<file path="src/rtl/gated_clk_en_ctrl.sv">
// Idle-detect controller producing the CE input of a BUFGCE clock-gate cell.
// Watches the activity sources of one gated domain, drops the clock enable after
// a programmable run of idle cycles, and restarts the clock on any activity.
// gclk_ready tells requesters when the woken clock has had time to settle.
// Runs on the free-running clock, upstream of the gate cell.
module gated_clk_en_ctrl #(
    parameter int NUM_SRC     = 4,
    parameter int IDLE_CNT_W  = 4,
    parameter int IDLE_THRESH = 8,
    parameter int WAKE_DLY    = 2
) (
    input  logic               forever_cpuclk,
    input  logic               cpurst,
    input  logic [NUM_SRC-1:0] busy_in,
    input  logic               wake_req,
    input  logic               icg_force_on,
    input  logic               cfg_gate_en,
    output logic               clk_en,
    output logic               gclk_ready,
    output logic [1:0]         gate_state
);

    typedef enum logic [1:0] {
        ST_RUN  = 2'b00,
        ST_OFF  = 2'b01,
        ST_WAKE = 2'b10
    } state_t;

    localparam logic [IDLE_CNT_W-1:0] IDLE_LAST = IDLE_CNT_W'(IDLE_THRESH - 1);
    localparam logic [IDLE_CNT_W-1:0] WAKE_LAST = IDLE_CNT_W'(WAKE_DLY - 1);
    localparam logic [IDLE_CNT_W-1:0] CNT_MAX   = {IDLE_CNT_W{1'b1}};

    state_t                state_q, state_n;
    logic [IDLE_CNT_W-1:0] cnt_q, cnt_n;
    logic                  clk_en_q, clk_en_n;
    logic                  ready_q, ready_n;
    logic                  active;

    // Counter increment that sticks at all-ones instead of wrapping
    function automatic logic [IDLE_CNT_W-1:0] sat_inc(input logic [IDLE_CNT_W-1:0] v);
        if (v == CNT_MAX) begin
            return v;
        end
        return v + 1'b1;
    endfunction

    // Anything that needs the gated clock running counts as activity;
    // gating disabled is treated as permanent activity.
    assign active = (|busy_in) | wake_req | icg_force_on | ~cfg_gate_en;

    // Force path bypasses the flop so the clock is on within the same cycle
    assign clk_en     = clk_en_q | icg_force_on;
    assign gclk_ready = ready_q;
    assign gate_state = state_q;

    // Next-state, idle/wake counter and registered-output decode
    always_comb begin
        state_n  = state_q;
        cnt_n    = cnt_q;
        clk_en_n = clk_en_q;
        ready_n  = ready_q;
        unique case (state_q)
            ST_RUN: begin
                clk_en_n = 1'b1;
                ready_n  = 1'b1;
                if (active) begin
                    cnt_n = '0;
                end else if (cnt_q >= IDLE_LAST) begin
                    state_n  = ST_OFF;
                    cnt_n    = '0;
                    clk_en_n = 1'b0;
                    ready_n  = 1'b0;
                end else begin
                    cnt_n = sat_inc(cnt_q);
                end
            end
            ST_OFF: begin
                cnt_n    = '0;
                clk_en_n = 1'b0;
                ready_n  = 1'b0;
                if (active) begin
                    state_n  = ST_WAKE;
                    clk_en_n = 1'b1;
                end
            end
            ST_WAKE: begin
                // The wake always runs to completion so the domain never sees
                // a truncated clock burst.
                clk_en_n = 1'b1;
                ready_n  = 1'b0;
                if (cnt_q >= WAKE_LAST) begin
                    state_n = ST_RUN;
                    cnt_n   = '0;
                    ready_n = 1'b1;
                end else begin
                    cnt_n = sat_inc(cnt_q);
                end
            end
            default: begin
                state_n  = ST_RUN;
                cnt_n    = '0;
                clk_en_n = 1'b1;
                ready_n  = 1'b1;
            end
        endcase
    end

    // State, counter and output flops; the domain clocks out of reset
    always_ff @(posedge forever_cpuclk or posedge cpurst) begin
        if (cpurst) begin
            state_q  <= ST_RUN;
            cnt_q    <= '0;
            clk_en_q <= 1'b1;
            ready_q  <= 1'b1;
        end else begin
            state_q  <= state_n;
            cnt_q    <= cnt_n;
            clk_en_q <= clk_en_n;
            ready_q  <= ready_n;
        end
    end

endmodule

</file>
<file path="config.mk">
export PLATFORM = sky130hd
export DESIGN_NAME = gated_clk_en_ctrl
export DESIGN_NICKNAME = d
export VERILOG_FILES = /design/src/rtl/gated_clk_en_ctrl.sv
export SDC_FILE = /design/constraint.sdc
export NUM_CORES = 1
export LEC_CHECK = 0
export CAP_MARGIN = 15
export CORE_AREA = 2 2 39 41
export CTS_BUF_LIST = sky130_fd_sc_hd__clkbuf_4
export DETAILED_ROUTE_END_ITERATION = 10
export DIE_AREA = 0 0 41 43
export PLACE_DENSITY = 0.71
export RECOVER_POWER = 100
export SLEW_MARGIN = 25
export SYNTH_ARGS = -nofsm -noshare
export SYNTH_HDL_FRONTEND = slang
export SYNTH_SLANG_ARGS = --single-unit
export TNS_END_PERCENT = 50
</file>
<file path="constraint.sdc">
create_clock -name forever_cpuclk -period 1.7 [get_ports forever_cpuclk]
set_input_delay 0.17 -clock forever_cpuclk [delete_from_list [all_inputs] [get_ports forever_cpuclk]]
set_output_delay 0.17 -clock forever_cpuclk [all_outputs]
set_load 0.02 [all_outputs]
</file>
-- Word-level counts from Yosys, hierarchy flattened
Cells that the tools add are included.
- output and inout bits: 4
- bits of input ports: 9
- logic and storage cells: 46
- bits in registers: 8
- muxes and demuxes: 24
- reductions and logical operators: 3
- $add $sub $neg: 1
- equality and inequality tests: 7
- order comparisons: 2
- bitwise operators: 5
- operator list (operator ; count):
    $mux W4 ; 6
    $mux W1 ; 10
    $mux W2 ; 4
    $ne A2 B2 Y1 const B ; 4
    $pmux W4 S2 ; 1
    $pmux W2 S3 ; 1
    $add A4 B1 Y4 const B ; 1
    $eq A4 B4 Y1 const B ; 1
    $ge A4 B1 Y1 const B ; 1
    $ge A4 B3 Y1 const B ; 1
    $or A1 B1 Y1 ; 4
    $reduce_and A4 Y1 ; 1
    $reduce_or A4 Y1 ; 1
    $pmux W1 S3 ; 1
    $eq A2 B1 Y1 const B ; 1
    $eq A2 B2 Y1 const B ; 1
    $logic_not A2 Y1 ; 1
    $pmux W1 S2 ; 1
    $not A1 Y1 ; 1

-- Depth between registers and ports, before layout
- depth in word-level cells: 10
- mapped depth: 5
- mapped depth without buffers: 5

-- Worst setup path after synthesis
No wires, ideal clock.
- path type: register -> register
- start point: register cnt_q[0]
- end point: register cnt_q[3]
- library setup time: 0.122 ns
- data arrival time: 1.516 ns
- data required time: 1.578 ns
- period minus slack after synthesis: 1.638 ns
- path buffers: 0
- stages on the path, launching flop included: 5
- setup slack: 0.062 ns
- cells stage by stage: dfrtp_1 -> ha_1 -> a2111oi_2 -> nand3_1 -> a2111oi_1
- cells in the longest elaborated chain, start to end: 9
- elaborated cells between the ends (all ways): 16
- classes of those cells: 1 x add/sub; 2 x order compare; 1 x eq/ne; 12 x mux
- RTL lines (what ; RTL line ; RTL):
    from (decl) ; 34 ; logic [IDLE_CNT_W-1:0] cnt_q, cnt_n;
    from (signal assigned) ; 117 ; cnt_q <= cnt_n;
    $eq A4 B4 Y1 ; 41 ; if (v == CNT_MAX) begin
    $mux W1 ; 41 ;
    $mux W1 ; 68 ; end else if (cnt_q >= IDLE_LAST) begin
    $mux W1 ; 66 ; if (active) begin
    $mux W1 ; 62 ; unique case (state_q)
    $mux W4 ; 44 ; return v + 1'b1;
    $mux W4 ; 68 ;
    $mux W4 ; 66 ;
    $pmux W4 S2 * ; 62 ;
    via cnt_n[3] ; 34 ;
The timed path passes the listed nets; every way through them passes the cells marked *. The select of a mux whose other input is x is not followed.
A chain may end at the register's enable or synchronous reset.

-- Final worst setup path
- start point: input icg_force_on
- end point: output clk_en
- cells in the longest elaborated chain, start to end: 1
- RTL lines (what ; RTL line ; RTL):
    from (decl) ; 16 ; input logic icg_force_on,
    $or A1 B1 Y1 ; 52 ; assign clk_en = clk_en_q | icg_force_on;
    to (decl) ; 18 ; output logic clk_en,
No other way between the ends.

==> impl_results.html <==
<table>
<tr><th>Metric</th><th>Value</th></tr>
<tr><th colspan="2">Place</th></tr>
<tr><td>Final GP Congestion</td><td>0.772</td></tr>
<tr><td>Estimated wirelength of the detail-placed design</td><td>749 um</td></tr>
<tr><td>Number of port buffers</td><td>12</td></tr>
<tr><td>Pre-CTS WS</td><td>0.0583 ns</td></tr>
<tr><th colspan="2">Logic synthesis</th></tr>
<tr><td>Most common cell in the netlist</td><td>inv_1</td></tr>
<tr><td>Leading register cell type out of synthesis</td><td>dfrtp_1</td></tr>
<tr><td>Cells taking the most area after synthesis</td><td>dfrtp_1, dfstp_2, ha_1</td></tr>
<tr><td>Number of warning messages in the yosys log</td><td>0</td></tr>
<tr><td>Yosys top cell area share</td><td>32.0%</td></tr>
<tr><td>Post-synth EDFFs</td><td>0</td></tr>
<tr><td>Flop and latch count out of synthesis</td><td>8</td></tr>
<tr><td>Most frequent cells after synthesis</td><td>inv_1, dfrtp_1, nand3_1</td></tr>
<tr><td>Total standard cell area after synthesis</td><td>469 sq um</td></tr>
<tr><td>Async set or reset register ratio after synthesis</td><td>100%</td></tr>
<tr><td>Portion of the post-synthesis area used by sequential elements</td><td>43.2%</td></tr>
<tr><td>Count of different cell masters after synthesis</td><td>23</td></tr>
<tr><td>Post-synthesis cell count</td><td>44</td></tr>
<tr><td>Syn Nets</td><td>56</td></tr>
<tr><td>Library cell with the largest summed area after synthesis</td><td>dfrtp_1</td></tr>
<tr><td>Average size of a mapped cell</td><td>10.7 sq um</td></tr>
<tr><th colspan="2">Critical path</th></tr>
<tr><td>Worst path arrival time</td><td>1.47 ns</td></tr>
<tr><td>Critical Path End Type</td><td>output pin</td></tr>
<tr><td>Crit path from</td><td>icg_force_on</td></tr>
<tr><td>R2R setup slack</td><td>0.14 ns</td></tr>
<tr><td>R2R Path End</td><td>cnt_q[3]</td></tr>
<tr><td>Startpoint type of the worst setup path</td><td>input port</td></tr>
<tr><td>Endpoint required time on the critical path</td><td>1.53 ns</td></tr>
<tr><td>CP max FO</td><td>2</td></tr>
<tr><td>Capture point of the worst path</td><td>clk_en</td></tr>
<tr><td>Type of the setup path with the least slack</td><td>in -&gt; out</td></tr>
<tr><td>Source of the worst register-to-register timing path</td><td>cnt_q[0]</td></tr>
<tr><td>Worst Reg-to-Reg Cells</td><td>4</td></tr>
<tr><th colspan="2">Route</th></tr>
<tr><td>Antenna-violating nets left</td><td>0</td></tr>
<tr><td>Wire length reported by the detailed router</td><td>962 um</td></tr>
<tr><td>Routed wire length per instance</td><td>11.7 um</td></tr>
<tr><td>Number of detailed-routing iterations run before antenna repair</td><td>2</td></tr>
<tr><td>Ratio of routed vias to standard cells</td><td>5.00</td></tr>
<tr><td>Number of remaining DRC errors</td><td>0</td></tr>
<tr><td>Total vias in the final route</td><td>410</td></tr>
<tr><td>Iteration-0 DRC count of the detailed router</td><td>2</td></tr>
<tr><th colspan="2">STA</th></tr>
<tr><td>Post-layout min period</td><td>1.64 ns</td></tr>
<tr><td>Slew at the pin closest to its max-slew limit</td><td>0.274 ns</td></tr>
<tr><td>Setup slack of the critical path after layout</td><td>0.0608 ns</td></tr>
<tr><td>Worst relative slew slack</td><td>81.7%</td></tr>
<tr><td>Final-layout setup total negative slack</td><td>0 ns</td></tr>
<tr><td>Slew Limit Fails</td><td>0</td></tr>
<tr><td>Achievable frequency</td><td>610 MHz</td></tr>
<tr><td>Final number of setup-violating endpoints</td><td>0</td></tr>
<tr><td>Setup repair after global routing missed its margin</td><td>no</td></tr>
<tr><td>Post-route fraction of the period consumed by the critical path</td><td>96.4%</td></tr>
<tr><td>Final Hold Vio Count</td><td>0</td></tr>
<tr><td>Worst Skew</td><td>0.00802 ns</td></tr>
<tr><th colspan="2">CTS</th></tr>
<tr><td>Post-cts hold buffer count</td><td>0</td></tr>
<tr><td>Post-cts resize count</td><td>0</td></tr>
<tr><td>Depth of the CTS H-tree</td><td>1</td></tr>
<tr><td>Clock-pin slew on the worst setup and hold paths</td><td>0.05 ns</td></tr>
<tr><td>Num CTS Buffers</td><td>3</td></tr>
<tr><td>Number of sinks driven by the clock tree</td><td>8</td></tr>
<tr><td>Number of buffers inserted to repair setup after CTS</td><td>0</td></tr>
<tr><td>Cell at the root of the clock tree</td><td>clkbuf_4</td></tr>
<tr><td>Maximum number of buffers from clock root to sink</td><td>2</td></tr>
<tr><td>Skew-Pair Late Insertion Delay</td><td>0.24 ns</td></tr>
<tr><td>CTS tree</td><td>built</td></tr>
<tr><th colspan="2">Final layout</th></tr>
<tr><td>Fill cell total of the finished layout</td><td>135</td></tr>
<tr><td>Synth-to-Final Area Change</td><td>46.7%</td></tr>
<tr><td>Ratio of cells with drive above 1 in the final layout</td><td>25.8%</td></tr>
<tr><td>Layout net count</td><td>79</td></tr>
<tr><td>Inserted Diodes</td><td>0</td></tr>
<tr><th colspan="2">Power and ir drop</th></tr>
<tr><td>Static Leakage</td><td>0.300 nW</td></tr>
<tr><td>Power per unit of standard cell area</td><td>556 mW/mm^2</td></tr>
<tr><td>Worst IR drop on VDD</td><td>0.311 mV</td></tr>
<tr><th colspan="2">GRT</th></tr>
<tr><td>GRT Resource Usage Total</td><td>14.1%</td></tr>
<tr><td>Largest net degree at the start of global routing</td><td>9</td></tr>
<tr><td>Vias in the first global route</td><td>403</td></tr>
<tr><td>Overflow left after global routing</td><td>0</td></tr>
<tr><td>Global-route wire length before repair</td><td>1.63 mm</td></tr>
<tr><td>Number of antenna violations at the first check in global routing</td><td>0</td></tr>
<tr><th colspan="2">Floorplanning</th></tr>
<tr><td>Core ar.</td><td>0.00138 sq mm</td></tr>
<tr><td>Area enclosed by the die boundary</td><td>0.00176 sq mm</td></tr>
<tr><td>Vert. Die Dim</td><td>43 um</td></tr>
<tr><td>Initial standard-cell utilization of the core</td><td>33.9%</td></tr>
<tr><td>Number of placed I/O pins</td><td>13</td></tr>
<tr><td>Core Rows</td><td>14</td></tr>
<tr><td>Die Span X</td><td>41 um</td></tr>
<tr><th colspan="2">Run</th></tr>
<tr><td>Number of maximum-capacitance constraint violations</td><td>0</td></tr>
<tr><th colspan="2">Worst hold path</th></tr>
<tr><td>Class of the tightest hold or removal check</td><td>in -&gt; async</td></tr>
<tr><th colspan="2">Status</th></tr>
<tr><td>Result of the run</td><td>finished, final reports clean</td></tr>
</table>
-- cells by family (layout without fill, tap and decap cells) --
| family | Yosys count | count (layout) | share of synthesized area [%] |
|---|---|---|---|
| compound gates | 11 | 11 | 18.1 |
| xor+xnor | 1 | 1 | 1.87 |
| fa+ha+maj | 3 | 3 | 8.00 |
| buf+inv | 7 | 29 | 5.60 |
| flops | 8 | 8 | 43.2 |
| mux | 1 | 1 | 2.13 |
| simple gates | 13 | 13 | 21.1 |
-- per-stage QoR --
step / cells / power, mW / hold slack [ns] / area [sq um] / utilization [%]
finish: 82 / 0.382 / 0.291 / 688 / 49.7
global placement: 78 / 0.226 / 0.420 / 654 / 47.3
CTS: 82 / 0.392 / 0.149 / 684 / 49.5
detailed placement: 78 / 0.227 / 0.417 / 654 / 47.3
floorplan: 44 / 0.202 / -0.0158 / 469 / -
global route: 82 / 0.400 / 0.309 / 688 / 49.7
-- power by group --
part | leakage (nW) | switching [mW] | total (mW) | internal [mW]
Sequential | 0.105 | 0.000158 | 0.191 | 0.191
Clock | 0.0184 | 0.0540 | 0.159 | 0.105
Combinational | 0.177 | 0.0111 | 0.0320 | 0.0208
Total | 0.300 | 0.0653 | 0.382 | 0.317
-- critical path: stages --
cell and delay, ns:
clkdlybuf4s50_1 0.45, or2_2 0.31, clkdlybuf4s50_1 0.54
-- cell usage in the layout, fill, tap and decap left out, types with 2 or more instances in the layout --
cell             count
a2111oi_2            2
a21oi_1              4
clkdlybuf4s50_1      8
clkbuf_4             4
buf_4                4
clkbuf_1             2
nand3_1              5
ha_1                 3
dfrtp_1              6
dfstp_2              2
inv_1                7
dlygate4sd3_1        4
-- how the worst min path moves through the flow --
stage / start / to / slack, ns / cells past startpoint
final: cpurst / cnt_q[3] / 0.29 / 2
after global routing: cpurst / cnt_q[3] / 0.31 / 2
after CTS: cpurst / cnt_q[3] / 0.15 / 2
after detailed placement: cpurst / gate_state[0] / 0.42 / 2
after global placement: cpurst / gate_state[0] / 0.42 / 2
after floorplan: cpurst / cnt_q[0] / -0.02 / 1
-- area by class of cell --
class | instances | area, sq um | area share [%]
Multi-Input combinational cell | 29 | 251 | 36.5
Sequential cell | 8 | 203 | 29.5
Timing Repair Buffer | 18 | 158 | 22.9
Clock buffer | 4 | 30.0 | 4.36
Inverter | 7 | 26.3 | 3.82
Tap cell | 16 | 20.0 | 2.91
-- registers in the layout, indices dropped and copies added, names as in the netlist --
signal and count:
gclk_ready 1, gate_state 2, cnt_q 4, clk_en_q 1
-- metal layers --
metal / up-vias / part of all wire [%] / track usage (%)
li1: 208 / - / -
met1: 201 / 43 / 18.3
met2: 1 / 56 / 18.8
met3: 0 / 0 / 3.14
met4: 0 / 0 / 12.0
met5: - / 0 / 0
No activity file was read; power rests on OpenSTA's default activity.
